$ cat config.mk
export PLATFORM = sky130hd
export DESIGN_NAME = fetcher
export DESIGN_NICKNAME = d
export VERILOG_FILES = /design/src/rtl/fetcher_pkg.sv /design/src/rtl/fetcher_queue.sv /design/src/rtl/fetcher.sv
export SDC_FILE = /design/constraint.sdc
export NUM_CORES = 1
export LEC_CHECK = 0
export BUFFER_PORTS_ARGS = -buffer_cell sky130_fd_sc_hd__buf_2
export CORE_ASPECT_RATIO = 1.2
export CORE_MARGIN = 2
export CORE_UTILIZATION = 45
export CTS_CLUSTER_SIZE = 14
export DETAILED_ROUTE_END_ITERATION = 8
export SYNTH_ARGS = -nofsm -noshare
export SYNTH_HDL_FRONTEND = slang
export SYNTH_SLANG_ARGS = --single-unit
$ cat constraint.sdc
create_clock -name clk -period 8.45 [get_ports clk]
set_input_delay 0.4225 -clock clk [delete_from_list [all_inputs] [get_ports clk]]
set_output_delay 0.4225 -clock clk [all_outputs]
set_load 0.1 [all_outputs]
$ cat src/rtl/fetcher_pkg.sv
// Shared definitions for the instruction-fetch stage.
//   fetch_state_t : fetch FSM encoding (IDLE / WAIT / DROP)
//   iq_entry_t    : instruction-queue entry, bit 64 = predicted taken,
//                   63:32 = fetch PC, 31:0 = instruction word
package fetcher_pkg;

  localparam int XLEN = 32;

  typedef enum logic [1:0] {
    FETCH_IDLE = 2'd0,
    FETCH_WAIT = 2'd1,
    FETCH_DROP = 2'd2
  } fetch_state_t;

  typedef struct packed {
    logic            pred;
    logic [XLEN-1:0] pc;
    logic [XLEN-1:0] instr;
  } iq_entry_t;

endpackage

$ cat src/rtl/fetcher_queue.sv
// Circular instruction queue between the fetcher and the decoder.
//   clk, rst       : clock, synchronous active-high reset
//   en             : global enable, low freezes pointers and contents
//   push/push_entry: write one entry at tail
//   pop            : advance head (ignored when empty)
//   clear          : empty the queue, overrides push and pop
//   head_entry     : entry at head
//   full, empty    : occupancy flags
module fetcher_queue
  import fetcher_pkg::*;
#(
  parameter int IQ_DEPTH = 16,
  parameter int IQ_IDX_W = 4
) (
  input  logic      clk,
  input  logic      rst,
  input  logic      en,
  input  logic      push,
  input  iq_entry_t push_entry,
  input  logic      pop,
  input  logic      clear,
  output iq_entry_t head_entry,
  output logic      full,
  output logic      empty
);

  localparam logic [IQ_IDX_W:0] FULL_COUNT = (IQ_IDX_W + 1)'(IQ_DEPTH);

  iq_entry_t           mem [IQ_DEPTH];
  logic [IQ_IDX_W-1:0] head;
  logic [IQ_IDX_W-1:0] tail;
  logic [IQ_IDX_W:0]   count;
  logic                do_push;
  logic                do_pop;

  assign full    = (count == FULL_COUNT);
  assign empty   = (count == '0);
  assign do_push = push & ~full & ~clear;
  assign do_pop  = pop & ~empty & ~clear;

  always_ff @(posedge clk) begin
    if (rst) begin
      head  <= '0;
      tail  <= '0;
      count <= '0;
    end else if (en) begin
      if (clear) begin
        head  <= '0;
        tail  <= '0;
        count <= '0;
      end else begin
        if (do_push) tail <= tail + 1'b1;
        if (do_pop)  head <= head + 1'b1;
        if (do_push && !do_pop)      count <= count + 1'b1;
        else if (do_pop && !do_push) count <= count - 1'b1;
      end
    end
  end

  // Storage carries no reset; validity is tracked by the pointers alone.
  always_ff @(posedge clk) begin
    if (!rst && en && do_push) mem[tail] <= push_entry;
  end

  assign head_entry = mem[head];

endmodule

$ cat src/rtl/fetcher.sv
// Instruction-fetch stage: holds the fetch PC, issues one ICache request
// at a time, queries the branch predictor on each returned word and queues
// {instr, pc, predicted_taken} for the decoder.
//   ic_req_*   : request pulse and address to the ICache
//   ic_resp_*  : returned instruction word (one-cycle pulse)
//   pred_*     : combinational branch-predictor handshake
//   iq_out_*   : head of the instruction queue, popped on valid & ready
//   rob_flush* : redirect; clears the queue and drops any in-flight word
//
// state      | meaning
// FETCH_IDLE | no request outstanding, issue when the queue has room
// FETCH_WAIT | request outstanding, response will be queued
// FETCH_DROP | request outstanding but flushed, response will be discarded
module fetcher
  import fetcher_pkg::*;
#(
  parameter int          IQ_DEPTH = 16,
  parameter int          IQ_IDX_W = 4,
  parameter logic [31:0] RESET_PC = 32'h0
) (
  input  logic        clk,
  input  logic        rst,
  input  logic        rdy,
  output logic        ic_req_valid,
  output logic [31:0] ic_req_pc,
  input  logic        ic_resp_valid,
  input  logic [31:0] ic_resp_instr,
  output logic        pred_instr_valid,
  output logic [31:0] pred_instr,
  output logic [31:0] pred_cur_pc,
  input  logic        pred_if_jump,
  input  logic [31:0] pred_predict_pc,
  output logic        iq_out_valid,
  output logic [31:0] iq_out_instr,
  output logic [31:0] iq_out_pc,
  output logic        iq_out_pred_jump,
  input  logic        iq_out_ready,
  input  logic        rob_flush,
  input  logic [31:0] rob_flush_pc
);

  fetch_state_t state_q, state_d;
  logic [31:0]  pc_q, pc_d;
  logic         issue;
  logic         push;
  logic         iq_full;
  logic         iq_empty;
  iq_entry_t    push_entry;
  iq_entry_t    head_entry;

  always_comb begin
    state_d = state_q;
    pc_d    = pc_q;
    issue   = 1'b0;
    push    = 1'b0;
    case (state_q)
      FETCH_IDLE: begin
        if (!rob_flush && !iq_full) begin
          issue   = 1'b1;
          state_d = FETCH_WAIT;
        end
      end
      FETCH_WAIT: begin
        if (rob_flush) begin
          // A response landing in the flush cycle is consumed here, so
          // there is nothing left to drop.
          state_d = ic_resp_valid ? FETCH_IDLE : FETCH_DROP;
        end else if (ic_resp_valid) begin
          push    = 1'b1;
          pc_d    = pred_predict_pc;
          state_d = FETCH_IDLE;
        end
      end
      FETCH_DROP: begin
        // Leaving DROP only on the stale response keeps at most one
        // request outstanding, flush or not.
        if (ic_resp_valid) state_d = FETCH_IDLE;
      end
      default: state_d = FETCH_IDLE;
    endcase
    if (rob_flush) pc_d = rob_flush_pc;
  end

  always_ff @(posedge clk) begin
    if (rst) begin
      state_q      <= FETCH_IDLE;
      pc_q         <= RESET_PC;
      ic_req_valid <= 1'b0;
      ic_req_pc    <= RESET_PC;
    end else if (rdy) begin
      state_q      <= state_d;
      pc_q         <= pc_d;
      ic_req_valid <= issue;
      if (issue) ic_req_pc <= pc_q;
    end
  end

  assign push_entry.pred  = pred_if_jump;
  assign push_entry.pc    = pc_q;
  assign push_entry.instr = ic_resp_instr;

  fetcher_queue #(
    .IQ_DEPTH (IQ_DEPTH),
    .IQ_IDX_W (IQ_IDX_W)
  ) u_queue (
    .clk        (clk),
    .rst        (rst),
    .en         (rdy),
    .push       (push),
    .push_entry (push_entry),
    .pop        (iq_out_ready),
    .clear      (rob_flush),
    .head_entry (head_entry),
    .full       (iq_full),
    .empty      (iq_empty)
  );

  assign pred_instr_valid = (state_q == FETCH_WAIT) && ic_resp_valid;
  assign pred_instr       = ic_resp_instr;
  assign pred_cur_pc      = pc_q;

  assign iq_out_valid     = ~iq_empty;
  assign iq_out_instr     = head_entry.instr;
  assign iq_out_pc        = head_entry.pc;
  assign iq_out_pred_jump = head_entry.pred;

endmodule

# Word level (Yosys, flattened, before mapping)
# Memory sizes are Yosys's and may differ from the RTL's. A register that Yosys moved wholly into a read port is not among the register bits.
# Index checks and enable logic that the tools add are counted.
# W data, S select, Z words.
[totals]
wordCells = 71
input_bits = 103
output_inout_bits = 164
ramBits = 1040
regBits = 80
memories = 1
[mem_list]
columns = ["memory", "words", "word_bits", "read_ports", "rd_ports_with_merged_regs", "write_ports", "line_no", "rtl"]
rows = [
  ["u_queue.mem", 16, 65, 1, 1, 1, "fetcher_queue.sv:29", "iq_entry_t mem [IQ_DEPTH];"],
]
[op_classes]
n_bitwise = 7
n_eq_ne = 4
addsub = 4
reduce_logical = 24
mux = 24
[ops]
columns = ["operator", "n"]
rows = [
  ["$mux W32", 3],
  ["$mux W4", 6],
  ["$mux W5", 3],
  ["$reduce_and A2 Y1", 5],
  ["$add A4 B1 Y4 const B", 2],
  ["$mux W2", 4],
  ["$reduce_bool A2 Y1", 4],
  ["$mux W1", 7],
  ["$logic_and A1 B1 Y1", 6],
  ["$pmux W2 S3", 1],
  ["$add A5 B1 Y5 const B", 1],
  ["$eq A5 B5 Y1 const B", 1],
  ["$logic_not A1 Y1", 5],
  ["$logic_not A5 Y1", 1],
  ["$sub A5 B1 Y5 const B", 1],
  ["$and A1 B1 Y1", 4],
  ["$not A1 Y1", 3],
  ["$reduce_and A3 Y1", 1],
  ["$reduce_bool A3 Y1", 1],
  ["$eq A2 B1 Y1 const B", 1],
  ["$eq A2 B2 Y1 const B", 1],
  ["$logic_not A2 Y1", 1],
  ["$ne A2 B2 Y1 const B", 1],
]

# Longest topological paths before layout
# Gate-level depths: netlist of run 1.
[logic_depth]
word_depth = 10
ltp_mapped = 10

# Hierarchy
# A second synthesis of run 1 with hierarchy kept.
[unflattened]
cells_unflattened = 1919
hier_area_um2 = 43274.0
[modules_own_cells]
columns = ["mod", "cells_per_inst", "area_each_um2", "n_inst"]
rows = [
  ["fetcher_queue", 1587, 40082.2, 1],
  ["fetcher", 332, 3191.8, 1],
]

# Worst setup path before layout of run 1
# Ideal clock, no wire load.
[synth_timing]
kind = "flip-flop to flip-flop"
startpoint = "reg state_q[1]"
endpoint = "mem u_queue.mem[0][0] in the netlist's numbering (enable)"
slack_ns = 2.170
t_arrival_ns = 5.713
stages_incl_launch_ff = 6
cell_sequence = "dfxtp_1 nand3b_2 a21oi_2 nor3b_2 nand2_1 nor3_1"
[synth_via]
elab_chain_len = 7
[synth_rtl]
columns = ["item", "line_no", "rtl"]
rows = [
  ["from (decl)", "fetcher.sv:42", "fetch_state_t state_q, state_d;"],
  ["from (signal assigned)", "fetcher.sv:91", "state_q <= state_d;"],
  ["$eq A2 B1 Y1", "fetcher.sv:56", "case (state_q)"],
  ["$mux W1", "fetcher.sv:56", ""],
  ["$and A1 B1 Y1 (2 in series)", "fetcher_queue.sv:38", "assign do_push = push & ~full & ~clear;"],
  ["$logic_and A1 B1 Y1", "fetcher_queue.sv:62", "if (!rst && en && do_push) mem[tail] <= push_entry;"],
  ["$mux W1", "fetcher_queue.sv:62", ""],
  ["$mux W1 (not written as such)", "fetcher_queue.sv:62", ""],
  ["to (decl)", "fetcher_queue.sv:29", ""],
]
# Every way passes these cells.

==> results of run 1 <==
worst min-delay path: stages:
cell	delay, ps
buf_2	100
mux2i_1	110
a211oi_1	80
cell usage after synthesis (2+ instances only):
master	count	area (um^2)
a211oi_1	32	240
a21oi_1	46	230
a32o_1	2	20.0
a32oi_1	2	17.5
buf_1	6	22.5
buf_2	22	110
buf_4	32	240
buf_6	22	248
clkbuf_1	55	206
dfxtp_1	84	1680
edfxtp_1	1040	31200
ha_1	9	113
inv_1	4	15.0
mux2i_1	33	330
mux4_2	325	7320
nand2_1	76	285
nand2b_1	6	37.5
nand3_1	6	30.0
nor2_1	53	199
nor3_1	8	40.0
o211ai_1	4	30.0
o21ai_0	5	25.0
o21ai_1	3	15.0
o31ai_1	2	15.0
xnor2_1	2	17.5
xor2_1	3	26.3
flip-flops by register name (all words and copies together) (netlist names), named ones only:
name	cells
u_queue.mem	1040
ic_req_pc	32
pred_cur_pc	32
u_queue.count	5
u_queue.head	4
u_queue.tail	4
state_q	2
ic_req_valid	1
metrics by stage:
stage | setup WS (ps) | power [mW] | instance area, um^2
finish | 3850 | 11.2 | 48900
global route | 3480 | 11.6 | 48900
CTS | 3600 | 11.3 | 48900
detailed placement | 4320 | 6.79 | 45600
global placement | 4370 | 6.77 | 45600
floorplan | 2170 | 6.65 | 43000
logic make-up (layout without fill, tap and decap cells):
group	count (synthesis)	in the layout	share of synthesized area, %
compound gates	108	108	1.69
mux	358	358	17.8
buf+inv	142	510	1.97
simple gates	162	162	1.64
fa+ha+maj	10	10	0.308
flops	1124	1124	76.5
xor+xnor	5	5	0.102
final cells by class:
class / count / area, um^2
Fill cell: 7474 / 46000
Sequential cell: 1124 / 32900
Multi-Input combinational cell: 643 / 9370
Clock buffer: 140 / 2910
Timing Repair Buffer: 312 / 1700
Tap cell: 1260 / 1580
Clock inverter: 53 / 408
Inverter: 5 / 18.8
routing by layer:
metal | wire length (um) | GRT usage, % | part of all wire [%] | vias to the layer above
met1 | 40200 | 27.0 | 42 | 10800
met3 | 4820 | 2.72 | 5.1 | 115
met5 | 12 | 0 | 0.013 | -
met4 | 1840 | 5.22 | 1.9 | 2
met2 | 48400 | 33.1 | 51 | 620
li1 | - | - | - | 8575
where the power goes:
group | switching (mW) | internal (mW) | total [mW]
logic | 0.378 | 0.115 | 0.494
registers | 0.0627 | 6.10 | 6.17
clock network | 1.99 | 2.57 | 4.56
total | 2.43 | 8.79 | 11.2
worst max path at each step:
stage	endpoint	slack, ps
3_5_place_dp	u_queue.mem[4][27]$_DFFE_PP_	4320
3_3_place_gp	u_queue.mem[4][27]$_DFFE_PP_	4370
4_1_cts	iq_out_instr[1]	3600
5_1_grt	iq_out_instr[1]	3480
2_1_floorplan	u_queue.mem[0][0]$_DFFE_PP_	2170
6_report	iq_out_instr[1]	3850
==> flow_metrics.py, run 1 <==
metrics = {
    "run_status": {
        "status": "completed",
    },
    "critical_path": {
        "crit_slowest_cell": "dfxtp_4",
        "r2r-start": "state_q[1]$_SDFFE_PP0P_",
        "critical_path.max_stage_delay_ps": 720,
        "crit_chain": "buf_4 -> buf_4 -> mux4_2 -> mux4_2 -> buf_2",
        "cp.arrival_ps": 4180,
        "r2r_setup_slack_ps": 4670,
        "cp-end-kind": "output port",
        "critPathKind": "flop to output port",
        "worstSetupStartpointType": "flop",
        "crit_cells": 5,
        "crit_buf_inv": 3,
        "cp_top_family": "buffers and inverters",
        "reg2reg_depth": 6,
        "crit_fanout": 37,
        "worstReg2RegEnd": "u_queue.mem[7][28]$_DFFE_PP_",
        "required_ps": 8030,
    },
    "die": {
        "die_y_um": 343,
        "rows": 124,
        "start_util_pct": 45.3,
        "ios": 267,
        "core_area_um2": 95000,
        "dieWidth_um": 286,
        "dieArea_um2": 98100,
    },
    "final_layout": {
        "drive_gt1_share_pct": 35.7,
        "syn2layout_area_growth_pct": 13.7,
        "final_core_util_pct": 51.5,
        "num_antenna_cells": 0,
        "stdcell_count": 3537,
        "final_common_cell": "edfxtp_1",
        "nNetsFinal": 2305,
        "layout_common_cells": "edfxtp_1 (1040), mux4_2 (325), buf_2 (266)",
    },
    "synthesis": {
        "synth_cell_types": 53,
        "syn_area_per_cell_um2": 22.5,
        "syn_inst": 1909,
        "synth.net_count": 2022,
        "yosysWarnings": 0,
        "synthArstFlopShare_pct": 0,
        "ys_seq_area_share_pct": 76.5,
        "synth_edf_count": 1040,
        "synthFlopType": "edfxtp_1",
        "synth_seq_cells": 1124,
        "synth_area_um2": 43000,
    },
    "timing": {
        "hold_viol": 0,
        "period_needed_ps": 4600,
        "max_freq_mhz": 217,
        "finalMaxSlewViolations": 0,
        "fin_tns_setup_ps": 0,
        "setup_viol": 0,
        "max_slew_margin_pct": 18.9,
        "tightest_slew_ps": 1220,
        "holdWs_ps": 85.2,
        "skew_ps": 20.1,
        "rsz0062_at_grt": "no",
        "final_min_period_over_clock_period_pct": 54.4,
    },
    "detailed_routing": {
        "wl_per_cell_um": 26.9,
        "routed_wl_um": 95300,
        "dr_total_vias": 20200,
        "drtAntennaViolNets": 0,
        "drcViolationCount": 0,
        "drt_iter0_markers": 1674,
        "drt-pass1-iter-count": 5,
        "viasPerCell": 5.70,
    },
    "clocking": {
        "cts-root-buf": "clkbuf_16",
        "post_cts_buffers": 0,
        "clk_pin_slew_worst_paths_ps": 60,
        "clock_sinks": 1124,
        "htreeDepth": 3,
        "max-clock-path-buffers": 3,
        "clock_latency_ps": 680,
        "cts_buffers": 106,
        "post_cts_resized": 0,
        "hold_buffers": 0,
        "cts_tree": "yes",
    },
    "min_path": {
        "hold_start": "pred_predict_pc[7]",
        "min_path_cells": 3,
        "hold_path.class": "input pin to flop",
        "hold_path_end": "pred_cur_pc[7]$_SDFFE_PP0P_",
    },
    "pwr": {
        "power_per_cell_area_nw_per_um2": 229,
        "peakVddDrop_uv": 163,
        "p_leak_nw": 15.4,
    },
    "global_route": {
        "grt_pass1_wl_um": 140000,
        "grt_max_degree": 160,
        "gr-total-overflow": 0,
        "grt_antenna_before_repair": 3,
        "grt_pass1_vias": 21200,
        "grtUsageTotal_pct": 19.6,
    },
    "job": {
        "maxCapViolCount": 0,
    },
    "placement": {
        "numPortBuffers": 266,
        "gp_congestion": 0.763,
        "hpwl_um": 51400,
        "dp_cells": 3344,
    },
}
Note: power is estimated with default switching activity, not from simulation.
==> run 2: changes to the inputs <==
Clock period 8.45 ns to 4.5 ns, I/O delays scaled along.
==> run 2 against run 1 <==
Net effect: register-to-register slack worse by 3200 ps; setup slack got worse by 2900 ps; clock skew fell by 4.8 ps; flip-flop and latch count is the same; hold slack worse by 30 ps; power is 94% higher; largest power group unchanged.
==> flow_metrics.py, run 2 (synthesized netlist as in run 1, its figures left out) <==
metrics = {
    "run_status": {
        "status": "completed",
    },
    "critical_path": {
        "reg2reg_depth": 9,
        "worstSetupStartpointType": "flop",
        "cp.arrival_ps": 3320,
        "critPathKind": "flop to output port",
        "worstReg2RegEnd": "u_queue.count[4]$_SDFFE_PP0P_",
        "critical_path.max_stage_delay_ps": 690,
        "cp_top_family": "multiplexers",
        "required_ps": 4280,
        "r2r-start": "u_queue.count[0]$_SDFFE_PP0P_",
        "crit_top_cell": "mux4_2",
        "crit_cells": 4,
        "r2r_setup_slack_ps": 1510,
        "crit_fanout": 57,
        "cp-end-kind": "output port",
        "crit_buf_inv": 2,
        "crit_chain": "buf_12 -> mux4_2 -> mux4_2 -> buf_2",
        "crit_slowest_cell": "dfxtp_4",
    },
    "detailed_routing": {
        "drt_iter0_markers": 1769,
        "drtAntennaViolNets": 0,
        "wl_per_cell_um": 26.4,
        "dr_total_vias": 20700,
        "met2_length_um": 48200,
        "wl_met3_um": 5330,
        "drcViolationCount": 0,
        "m1WireLength_um": 41200,
        "routed_wl_um": 96400,
        "drt-pass1-iter-count": 5,
        "viasPerCell": 5.65,
        "highest_layer": "met4",
    },
    "final_layout": {
        "fin_area_um2": 50500,
        "num_antenna_cells": 0,
        "largest_register_ffs": 1040,
        "top_register": "u_queue.mem",
        "nNetsFinal": 2416,
        "stdcell_count": 3656,
        "final_core_util_pct": 53.2,
        "layout_common_cells": "edfxtp_1 (1040), mux4_2 (325), buf_2 (266)",
        "drive_gt1_share_pct": 34.8,
        "syn2layout_area_growth_pct": 17.4,
        "final_common_cell": "edfxtp_1",
    },
    "global_route": {
        "grt_max_degree": 80,
        "grt_pass1_wl_um": 142000,
        "gr-total-overflow": 0,
        "grt_pass1_vias": 21600,
        "grtUsageTotal_pct": 19.8,
        "grt_antenna_before_repair": 2,
    },
    "die": {
        "dieArea_um2": 98100,
        "ios": 267,
        "die_y_um": 343,
        "core_area_um2": 95000,
        "start_util_pct": 45.3,
        "dieWidth_um": 286,
        "rows": 124,
    },
    "placement": {
        "gp_congestion": 0.737,
        "dpl-instance-area_um2": 45900,
        "dp_cells": 3353,
        "numPortBuffers": 266,
        "hpwl_um": 50300,
        "dp_worst_setup_slack_ps": 1520,
    },
    "clocking": {
        "htreeDepth": 3,
        "hold_buffers": 100,
        "clk_pin_slew_worst_paths_ps": 60,
        "post_cts_buffers": 0,
        "cts_buffers": 108,
        "max-clock-path-buffers": 3,
        "post_cts_resized": 0,
        "cts_tree": "yes",
        "cts-root-buf": "clkbuf_16",
        "clock_latency_ps": 680,
        "clock_sinks": 1124,
    },
    "pwr": {
        "peakVddDrop_uv": 267,
        "finalPower_mw": 21.8,
        "p_leak_nw": 16.0,
        "power_per_cell_area_nw_per_um2": 431,
    },
    "min_path": {
        "hold_path.class": "input pin to flop",
        "hold_start": "iq_out_ready",
        "min_path_cells": 3,
        "hold_path_end": "u_queue.count[2]$_SDFFE_PP0P_",
    },
    "timing": {
        "max_slew_margin_pct": 36.0,
        "setup_viol": 0,
        "period_needed_ps": 3540,
        "layout_setup_ws_ps": 956,
        "finalMaxSlewViolations": 0,
        "max_freq_mhz": 282,
        "rsz0062_at_grt": "no",
        "skew_ps": 15.3,
        "final_min_period_over_clock_period_pct": 78.8,
        "tightest_slew_ps": 960,
        "hold_viol": 0,
    },
    "job": {
        "maxCapViolCount": 0,
    },
}
-- run 2: worst max-delay path by stage --
stage / from / to / slack [ps]
floorplan: state_q[1]$_SDFFE_PP0P_ / u_queue.mem[12][0]$_DFFE_PP_ / -40
finish: flop / iq_out_instr[2] / 960
detailed placement: state_q[1]$_SDFFE_PP0P_ / u_queue.mem[0][27]$_DFFE_PP_ / 1520
global placement: flop / iq_out_instr[28] / 1560
global route: flop / iq_out_pc[15] / 750
CTS: flop / iq_out_pc[7] / 830
-- run 2: worst min-delay path, stage by stage --
cell and delay [ps]:
buf_2 170, o211ai_1 140, a21oi_1 150
-- run 2: routing by layer --
layer	up-vias	GRT usage [%]
met2	653	33.0
met5	-	0
met1	11100	27.5
met4	0	4.95
met3	107	3.03
li1	8797	-
-- run 2: metrics by stage --
step	hold WS, ps	TNS, ps
3_5_place_dp	447	0
3_3_place_gp	440	0
4_1_cts	13.6	0
2_1_floorplan	324	-21530
6_report	55.1	0
5_1_grt	58.7	0
-- run 2: final cells by class --
cell class / count / area (um^2)
Clock inverter: 71 / 732
Inverter: 5 / 18.8
Tap cell: 1260 / 1580
Clock buffer: 132 / 2890
Multi-Input combinational cell: 643 / 9400
Timing Repair Buffer: 421 / 2970
Sequential cell: 1124 / 32900
Fill cell: 7327 / 44400
-- run 2: where the power goes --
group / switching (mW) / internal (mW) / leakage, nW
combinational: 0.701 / 0.280 / 4.11
clock: 3.82 / 5.37 / 1.78
sequential: 0.135 / 11.5 / 10.1
total: 4.66 / 17.1 / 16.0
